### config.mk
export PLATFORM = sky130hd
export DESIGN_NAME = accum_scheduler
export DESIGN_NICKNAME = d
export VERILOG_FILES = /design/src/rtl/accum_sched_pkg.sv /design/src/rtl/accum_scheduler_rr_arbiter.sv /design/src/rtl/accum_scheduler.sv
export SDC_FILE = /design/constraint.sdc
export NUM_CORES = 1
export LEC_CHECK = 0
export CAP_MARGIN = 30
export CORE_AREA = 8 8 221 223
export DETAILED_ROUTE_END_ITERATION = 10
export DIE_AREA = 0 0 229 231
export PLACE_DENSITY = 0.66
export SYNTH_ARGS = -nofsm -noshare
export SYNTH_HDL_FRONTEND = slang
export SYNTH_SLANG_ARGS = --single-unit
### constraint.sdc
create_clock -name clk -period 10.07 [get_ports clk]
set_input_delay 2.5175 -clock clk [delete_from_list [all_inputs] [get_ports clk]]
set_output_delay 2.5175 -clock clk [all_outputs]
set_load 0.005 [all_outputs]
### src/rtl/accum_sched_pkg.sv
// Shared types and constants for the accumulation scheduler: FSM state
// encoding, output-map field layout and the read-after-write guard window.
package accum_sched_pkg;

    typedef enum logic [1:0] {
        ST_IDLE  = 2'd0,
        ST_RUN   = 2'd1,
        ST_DRAIN = 2'd2,
        ST_DONE  = 2'd3
    } sched_state_t;

    localparam int HAZARD_WIN    = 5;
    localparam int OMAP_W        = 14;
    localparam int OMAP_ADDR_LSB = 0;
    localparam int OMAP_ADDR_W   = 10;
    localparam int OMAP_BRAM_LSB = 10;
    localparam int OMAP_BRAM_W   = 4;
    localparam int COL_W         = 4;

    typedef struct packed {
        logic [OMAP_BRAM_W-1:0] bram;
        logic [OMAP_ADDR_W-1:0] addr;
    } target_t;

    function automatic target_t omap_target(input logic [OMAP_W-1:0] omap);
        target_t t;
        t.bram = omap[OMAP_BRAM_LSB +: OMAP_BRAM_W];
        t.addr = omap[OMAP_ADDR_LSB +: OMAP_ADDR_W];
        return t;
    endfunction

endpackage

### src/rtl/accum_scheduler_rr_arbiter.sv
// Round-robin arbiter: the first set request at or after ptr (wrapping modulo N)
// wins; returns a one-hot grant, its index and an any-grant flag.
module rr_arbiter
    import accum_sched_pkg::*;
#(
    parameter int N = 16
) (
    input  logic [N-1:0]     req,
    input  logic [COL_W-1:0] ptr,
    output logic [N-1:0]     grant,
    output logic [COL_W-1:0] grant_idx,
    output logic             grant_any
);

    logic [COL_W:0] cand;

    always_comb begin
        grant     = '0;
        grant_idx = '0;
        grant_any = 1'b0;
        cand      = '0;
        for (int k = 0; k < N; k++) begin
            cand = {1'b0, ptr} + (COL_W+1)'(k);
            if (cand >= (COL_W+1)'(N)) begin
                cand = cand - (COL_W+1)'(N);
            end
            if (!grant_any && req[cand[COL_W-1:0]]) begin
                grant[cand[COL_W-1:0]] = 1'b1;
                grant_idx              = cand[COL_W-1:0];
                grant_any              = 1'b1;
            end
        end
    end

endmodule

### src/rtl/accum_scheduler.sv
// Job scheduler feeding column partial sums into the accumulation datapath.
// Optional read-after-write target guard enabled by defining ACCUM_SCHED_HAZARD_EN.
module accum_scheduler
    import accum_sched_pkg::*;
#(
    parameter int DW        = 16,
    parameter int NUM_COLS  = 16,
    parameter int CNT_W     = 16,
    parameter int DRAIN_CYC = 6
) (
    input  logic                       clk,
    input  logic                       rst_n,
    input  logic                       start,
    input  logic [CNT_W-1:0]           total_cnt,
    output logic                       busy,
    output logic                       done,
    input  logic [NUM_COLS-1:0]        req_valid,
    input  logic [NUM_COLS*DW-1:0]     req_data_flat,
    output logic [NUM_COLS-1:0]        req_ready,
    input  logic [NUM_COLS-1:0]        cmap,
    input  logic [NUM_COLS*OMAP_W-1:0] omap_flat,
    output logic [DW-1:0]              partial_in,
    output logic [COL_W-1:0]           col_id,
    output logic                       partial_valid,
    output logic [CNT_W-1:0]           issued_cnt,
    output sched_state_t               dbg_state
);

    localparam int DRAIN_W = (DRAIN_CYC > 1) ? $clog2(DRAIN_CYC) : 1;
    localparam logic [CNT_W-1:0]   CNT_ONE    = CNT_W'(1);
    localparam logic [DRAIN_W-1:0] DRAIN_LOAD = DRAIN_W'(DRAIN_CYC - 1);
    localparam logic [DRAIN_W-1:0] DRAIN_ONE  = DRAIN_W'(1);
    localparam logic [COL_W-1:0]   LAST_COL   = COL_W'(NUM_COLS - 1);
    localparam logic [COL_W-1:0]   COL_ONE    = COL_W'(1);

    sched_state_t         state;
    logic [CNT_W-1:0]     total_q;
    logic [COL_W-1:0]     ptr;
    logic [COL_W-1:0]     next_ptr;
    logic [DRAIN_W-1:0]   drain_cnt;
    logic [NUM_COLS-1:0]  eligible;
    logic [NUM_COLS-1:0]  grant;
    logic [COL_W-1:0]     grant_idx;
    logic                 grant_any;
    logic                 room;
    logic                 hs;

    assign dbg_state = state;

`ifdef ACCUM_SCHED_HAZARD_EN
    // Targets written during the last HAZARD_WIN cycles; a column whose
    // enabled target matches one of them must wait for the write to land.
    target_t                 hist_tgt [HAZARD_WIN];
    logic [HAZARD_WIN-1:0]   hist_vld;
    logic [NUM_COLS-1:0]     hazard;

    always_ff @(posedge clk) begin
        if (!rst_n) begin
            hist_vld <= '0;
            for (int w = 0; w < HAZARD_WIN; w++) begin
                hist_tgt[w] <= '0;
            end
        end else begin
            hist_vld    <= {hist_vld[HAZARD_WIN-2:0], hs & cmap[grant_idx]};
            hist_tgt[0] <= omap_target(omap_flat[grant_idx*OMAP_W +: OMAP_W]);
            for (int w = 1; w < HAZARD_WIN; w++) begin
                hist_tgt[w] <= hist_tgt[w-1];
            end
        end
    end

    always_comb begin
        hazard = '0;
        for (int i = 0; i < NUM_COLS; i++) begin
            for (int w = 0; w < HAZARD_WIN; w++) begin
                if (cmap[i] && hist_vld[w] &&
                    (omap_target(omap_flat[i*OMAP_W +: OMAP_W]) == hist_tgt[w])) begin
                    hazard[i] = 1'b1;
                end
            end
        end
    end

    assign eligible = req_valid & ~hazard;
`else
    logic unused_omap;
    assign unused_omap = ^omap_flat;
    assign eligible    = req_valid;
`endif

    rr_arbiter #(
        .N (NUM_COLS)
    ) u_arb (
        .req       (eligible),
        .ptr       (ptr),
        .grant     (grant),
        .grant_idx (grant_idx),
        .grant_any (grant_any)
    );

    // Handshake: column i transfers in a cycle where req_valid[i] & req_ready[i].
    // req_ready is combinational from state and current inputs, at most one bit
    // high, and only while the job still has partials left to consume.
    assign room      = (issued_cnt < total_q);
    assign req_ready = (state == ST_RUN && room && grant_any) ? grant : '0;
    assign hs        = |(req_ready & req_valid);
    assign next_ptr  = (grant_idx == LAST_COL) ? '0 : grant_idx + COL_ONE;

    always_ff @(posedge clk) begin
        if (!rst_n) begin
            state      <= ST_IDLE;
            total_q    <= '0;
            issued_cnt <= '0;
            ptr        <= '0;
            drain_cnt  <= '0;
            busy       <= 1'b0;
            done       <= 1'b0;
        end else begin
            done <= 1'b0;
            case (state)
                ST_IDLE: begin
                    if (start) begin
                        total_q    <= total_cnt;
                        issued_cnt <= '0;
                        ptr        <= '0;
                        busy       <= 1'b1;
                        if (total_cnt == '0) begin
                            state     <= ST_DRAIN;
                            drain_cnt <= DRAIN_LOAD;
                        end else begin
                            state <= ST_RUN;
                        end
                    end
                end
                ST_RUN: begin
                    if (hs) begin
                        issued_cnt <= issued_cnt + CNT_ONE;
                        ptr        <= next_ptr;
                        if (issued_cnt + CNT_ONE == total_q) begin
                            state     <= ST_DRAIN;
                            drain_cnt <= DRAIN_LOAD;
                        end
                    end
                end
                ST_DRAIN: begin
                    if (drain_cnt == '0) begin
                        state <= ST_DONE;
                        done  <= 1'b1;
                        busy  <= 1'b0;
                    end else begin
                        drain_cnt <= drain_cnt - DRAIN_ONE;
                    end
                end
                ST_DONE: begin
                    state <= ST_IDLE;
                end
                default: begin
                    state <= ST_IDLE;
                    busy  <= 1'b0;
                end
            endcase
        end
    end

    // Disabled columns are still consumed and counted, but never marked valid.
    always_ff @(posedge clk) begin
        if (!rst_n) begin
            partial_valid <= 1'b0;
            partial_in    <= '0;
            col_id        <= '0;
        end else if (hs) begin
            partial_valid <= cmap[grant_idx];
            partial_in    <= req_data_flat[grant_idx*DW +: DW];
            col_id        <= grant_idx;
        end else begin
            partial_valid <= 1'b0;
        end
    end

endmodule

[Word-level counts from Yosys, hierarchy flattened]
Cells that the tools add are included.
Widths: inputs -> output; s select.
Operators by class
  add/subtract/negate cells: 34
  $mul: 0
  div/mod/pow operators: 0
  $lt $le $gt $ge: 50
  eq/ne operators: 11
  shift-type cells: 1
  muxes and demuxes: 154
  bitwise logic cells: 16
  reduce and logical (&&, ||, !) cells: 62
Operator list (count)
  $mux 16: 19
  $shiftx 256x9->16: 1
  $or 16x16->16: 15
  $mux 4: 35
  $lt 4x5->1 const B: 17
  $ge 5x5->1 const B: 15
  $bmux 1 s4: 17
  $demux 1 s4: 16
  $ge 4x1->1 const B: 16
  $sub 4x1->4 const B: 16
  $mux 1: 52
  $add 4x4->5 const B: 8
  $logic_and 1x1->1: 33
  $pmux 16 s2: 1
  $add 4x3->5 const B: 4
  $add 16x1->16 const B: 1
  $and 16x16->16: 1
  $eq 16x16->1: 1
  $logic_not 16->1: 1
  $lt 16x16->1: 1
  $reduce_or 16->1: 1
  $logic_not 1->1: 15
  $mux 3: 5
  $add 4x2->5 const B: 2
  22 further kinds: 35
Word-level totals
  register bits after elaboration: 64
  bits in latches: 0
  RAM bits: 0
  bits in read-only memories: 0
  input port bits: 531
  output and inout bits: 57
  memories kept: 0

[Logic depth before layout (Yosys ltp)]
  depth after elaboration: 56
  depth in mapped cells: 27
  mapped depth without buffers: 17

[Modules after synthesis]
A second synthesis with hierarchy kept.
Second synthesis, totals
  cells, all modules: 1162
  area, all modules: 9779.4 um^2
By module, submodules not included
  accum_scheduler: instances 1, cells an instance 577, area an instance 5766.8 um^2, seq. area each 1281.2 um^2
  rr_arbiter: instances 1, cells an instance 585, area an instance 4012.6 um^2, seq. area each 0.0 um^2

[Least setup slack after synthesis]
No wires, ideal clock.
  kind: input-to-output
  from: input port req_valid[11]
  to: output port req_ready[8]
  data arrival time: 5847 ps
  slack: 1706 ps
  stages: 13
  buffers on the path: 3
  cell sequence: mux4_1 -> o211a_2 -> or4_1 -> buf_4 -> or4_4 -> buf_6 -> or4_1 -> buf_2 -> o2bb2ai_1 -> o21bai_1 -> a2111oi_0 -> o2111ai_1 -> and3_1
On the way
  longest elaborated chain between the ends: 50
Ends and longest elaborated chain
  start: declaration: line accum_scheduler.sv:17  | input logic [NUM_COLS-1:0] req_valid,
  $bmux 1 s4: line accum_scheduler_rr_arbiter.sv:27  | if (!grant_any && req[cand[COL_W-1:0]]) begin
  $mux 1 (implied by the code): line accum_scheduler_rr_arbiter.sv:27
  $mux 1: line accum_scheduler_rr_arbiter.sv:27
  $logic_not 1->1: line accum_scheduler_rr_arbiter.sv:27
  $logic_and 1x1->1: line accum_scheduler_rr_arbiter.sv:27
  $mux 1: line accum_scheduler_rr_arbiter.sv:27
  $logic_not 1->1: line accum_scheduler_rr_arbiter.sv:27
  $logic_and 1x1->1: line accum_scheduler_rr_arbiter.sv:27
  (+34 left out)
  $logic_not 1->1: line accum_scheduler_rr_arbiter.sv:27
  $logic_and 1x1->1: line accum_scheduler_rr_arbiter.sv:27
  $mux 1: line accum_scheduler_rr_arbiter.sv:27
  $logic_not 1->1: line accum_scheduler_rr_arbiter.sv:27
  $logic_and 1x1->1: line accum_scheduler_rr_arbiter.sv:27
  $mux 1: line accum_scheduler_rr_arbiter.sv:27
  $logic_and 1x1->1: line accum_scheduler.sv:105  | assign req_ready = (state == ST_RUN && room && grant_any) ? grant : '0;
  $mux 16 (*): line accum_scheduler.sv:105
  end: declaration: line accum_scheduler.sv:19  | output logic [NUM_COLS-1:0] req_ready,
Every way passes the cells marked *; elsewhere a longest branch is shown, timed or not. The select of a mux whose other input is x is not followed.

[Final worst setup path]
  from: input port req_valid[13]
  to: output port req_ready[14]
Same word-level chain as after synthesis.

==> flow_metrics.env <==
export IMPL_synthArstFlopShare_pct=0
export IMPL_synth_top_area_cell="nand2_1"
export IMPL_h_tree_depth=3
export IMPL_setup_tns_ps=0
export IMPL_grt_usage_pct=27.1
export IMPL_cap_viol_max_count=0
export IMPL_row_count=78
export IMPL_min_period_ps=9950
export IMPL_start_kind="input pin"
export IMPL_cts_root_buf="clkbuf_16"
export IMPL_synthCells=1632
export IMPL_synthMuxAreaShare_pct=8.58
export IMPL_yosys_area_share_simple_pct=37.5
export IMPL_synth_most_common_cell="nand2_1"
export IMPL_dp_slack_ps=266
export IMPL_synthAdderAreaFrac_pct=4.26
export IMPL_grt_pass1_vias=15442
export IMPL_synth_top_area_share_pct=15.2
export IMPL_slowest_delay_ps=590
export IMPL_synth_flop_cell="dfxtp_1"
export IMPL_synth_edff_count=0
export IMPL_p_per_area_mw_per_mm2=130
export IMPL_vdd_drop_max_uv=86.5
export IMPL_tightest_slew_ps=1110
export IMPL_ys_types=87
export IMPL_die_area_mm2=0.0529
export IMPL_hp_class="register to register"
export IMPL_p_leak_nw=6.38
export IMPL_critPathBufInv=6
export IMPL_grt_pass1_wl_um=108000
export IMPL_clock_sinks=64
export IMPL_finalHoldViolCount=0
export IMPL_start_util_pct=24.1
export IMPL_endpoint_kind="primary output"
export IMPL_firstDrtPassIters=6
export IMPL_fmax_ghz=0.101
export IMPL_synth_compound_area_share_pct=27.1
export IMPL_syn_to_final_growth_pct=53.9
export IMPL_maxSlewViolCount=0
export IMPL_grt_max_degree=92
export IMPL_post_cts_buffers=0
export IMPL_synth_common_cells="440 x nand2_1, 96 x nor2_1, 94 x and3_1"
export IMPL_cp_common_cell="buf_4"
export IMPL_cp_arrival_ps=7430
export IMPL_io_buffers=363
export IMPL_synth_area_mm2=0.0109
export IMPL_n_antenna_cell=0
export IMPL_core_area_mm2=0.0451
export IMPL_nNetsFinal=2660
export IMPL_rsz0062_at_grt="no"
export IMPL_vias_per_cell=5.91
export IMPL_post_drt_wl_per_cell_um=28.6
export IMPL_critPathTopFamily="simple AND/OR/NAND/NOR gates"
export IMPL_vias=15948
export IMPL_clock_latency_ps=330
export IMPL_cts_tree="built"
export IMPL_cp_slowest_cell="or4_1"
export IMPL_crit_fanout=12
export IMPL_crit_type="input pin to primary output"
export IMPL_skew_ps=8.69
export IMPL_cp_cell_sequence="clkdlybuf4s50_1, buf_4, mux4_2, o211a_1, or4_1, buf_4, nor4_4, nand4_1, buf_4, o32ai_1, buf_4, a22oi_1, nand3_1, and3_1, clkdlybuf4s50_1"
export IMPL_crit_required_ps=7550
export IMPL_synth_top_family_by_area="simple AND/OR/NAND/NOR gates"
export IMPL_post_route_drc_count=0
export IMPL_syn_avg_cell_area_um2=6.66
export IMPL_postRouteAntennaNets=0
export IMPL_layout_setup_ws_ps=124
export IMPL_cts_made_buffers=9
export IMPL_r2r_start="ptr[0]"
export IMPL_wl_um=77200
export IMPL_synth_area_top_cells="nand2_1 15%, dfxtp_1 12%, and3_1 5.4%"
export IMPL_grt_antenna_before_repair=3
export IMPL_chipHeight_um=231
export IMPL_pin_count=588
export IMPL_status="completed"
export IMPL_clockBufferDepth=2
export IMPL_setup_viol_count_final=0
export IMPL_ys_seq_elements=64
export IMPL_drt_iter0_drc=2003
export IMPL_synth_fp_nets=2200
export IMPL_drive_gt1_share_pct=14.9
export IMPL_cts_resized=0
export IMPL_synth_xor_area_share_pct=3.63
export IMPL_clkTransAtPathRegs_ps=60
export IMPL_fin_total_pwr_mw=2.17
export IMPL_relSlewSlack_pct=25.5
export IMPL_holdBufCountCts=0
export IMPL_critical_path_startpoint="req_valid[13]"
export IMPL_ys_warn_count=0
export IMPL_post_route_period_util_pct=98.8
export IMPL_overflow=0
export IMPL_whs_ps=463
export IMPL_die_x_um=229
export IMPL_hpwlAfterDp_um=62300
export IMPL_seq_area_frac_synth_pct=11.8
export IMPL_min_from="drain_cnt[1]"
export IMPL_gp_congestion=1.10
-- cell families (layout without fill, tap and decap cells) --
| family | count (synthesis) | count (layout) |
|---|---|---|
| and+or+nand+nor | 866 | 866 |
| AOI/OAI and AO/OA | 386 | 386 |
| buffers and inverters | 180 | 645 |
| DFF | 64 | 64 |
| muxes | 54 | 54 |
| xor gates and xnor gates | 45 | 45 |
| adders and majority gates | 37 | 37 |
-- worst register-to-register path: stages (launching register included) --
cell      delay [ps]
dfxtp_1          320
inv_1            160
ha_2             630
mux4_1           670
o211a_2          170
or4_1            600
buf_4            240
nor4_4           580
buf_4            220
nand3_1          130
buf_4            170
o21ai_0          520
nor4b_1          120
o21ai_0          330
a21oi_4          130
inv_4            490
nand2_1          200
and3_1           200
a311oi_1         660
buf_4            230
nor4_1            50
o22ai_1          150
-- placed cells by master (no fill, tap or decap), types with 10 or more instances in the layout --
cell type,count
o21ai_0,31
and2_1,11
nand3_1,52
nand2_1,440
inv_1,43
clkdlybuf4s50_1,363
mux2_2,14
a211oi_1,16
nor2b_1,11
a32oi_1,13
nor3_1,34
dfxtp_1,64
nand4_1,38
nor4_1,35
o32ai_1,14
a31oi_1,21
buf_4,209
a311oi_1,67
mux2i_1,11
ha_1,33
and3_1,94
mux4_2,26
o22ai_1,30
xor2_1,11
o31ai_1,13
nor2_1,96
a221o_1,10
a21oi_1,61
xnor2_1,32
-- area by class of cell --
class	count	area, µm²
flip-flops and latches	64	1280
inverters	49	186
well taps	600	751
clock inverters	5	55.1
repair buffers	580	5340
clock buffers	11	253
multi-input cells	1388	8860
fillers	4857	28400
-- routing by layer --
layer  GRT usage, %  wire length [µm]  vias to the layer above
met5              0                41                        -
met4           11.2              3570                        6
met3           9.10              9560                      209
met2           43.0             34100                     1133
met1           33.2             29900                     7578
li1               -                 -                     7022
-- where the power goes --
group	switching, mW	internal [mW]
clock network	0.121	0.204
registers	0.0383	0.300
logic	0.900	0.607
-- state kept, by name, indices dropped and copies added (netlist names) --
name           flops
total_q           16
ptr                4
busy               1
drain_cnt          3
issued_cnt        16
col_id             4
done               1
partial_valid      1
partial_in        16
dbg_state          2
-- path summary, 6_finish.rpt --
kind              cells past startpoint        endpoint  slack, ps
setup / recovery                     15   req_ready[14]        120
hold / removal                        2    drain_cnt[1]        460
setup reg to reg                     21  partial_in[11]       3040
hold reg to reg                       2    drain_cnt[1]        460
-- metrics by stage --
step,instances,utilization [%],area [µm²]
6_report,2697,37.1,16700
5_1_grt,2697,37.1,16700
4_1_cts,2697,37.1,16700
3_5_place_dp,2681,36.4,16400
3_3_place_gp,2679,36.4,16400
2_1_floorplan,1632,-,10900
(Power assumes the default switching activity.)
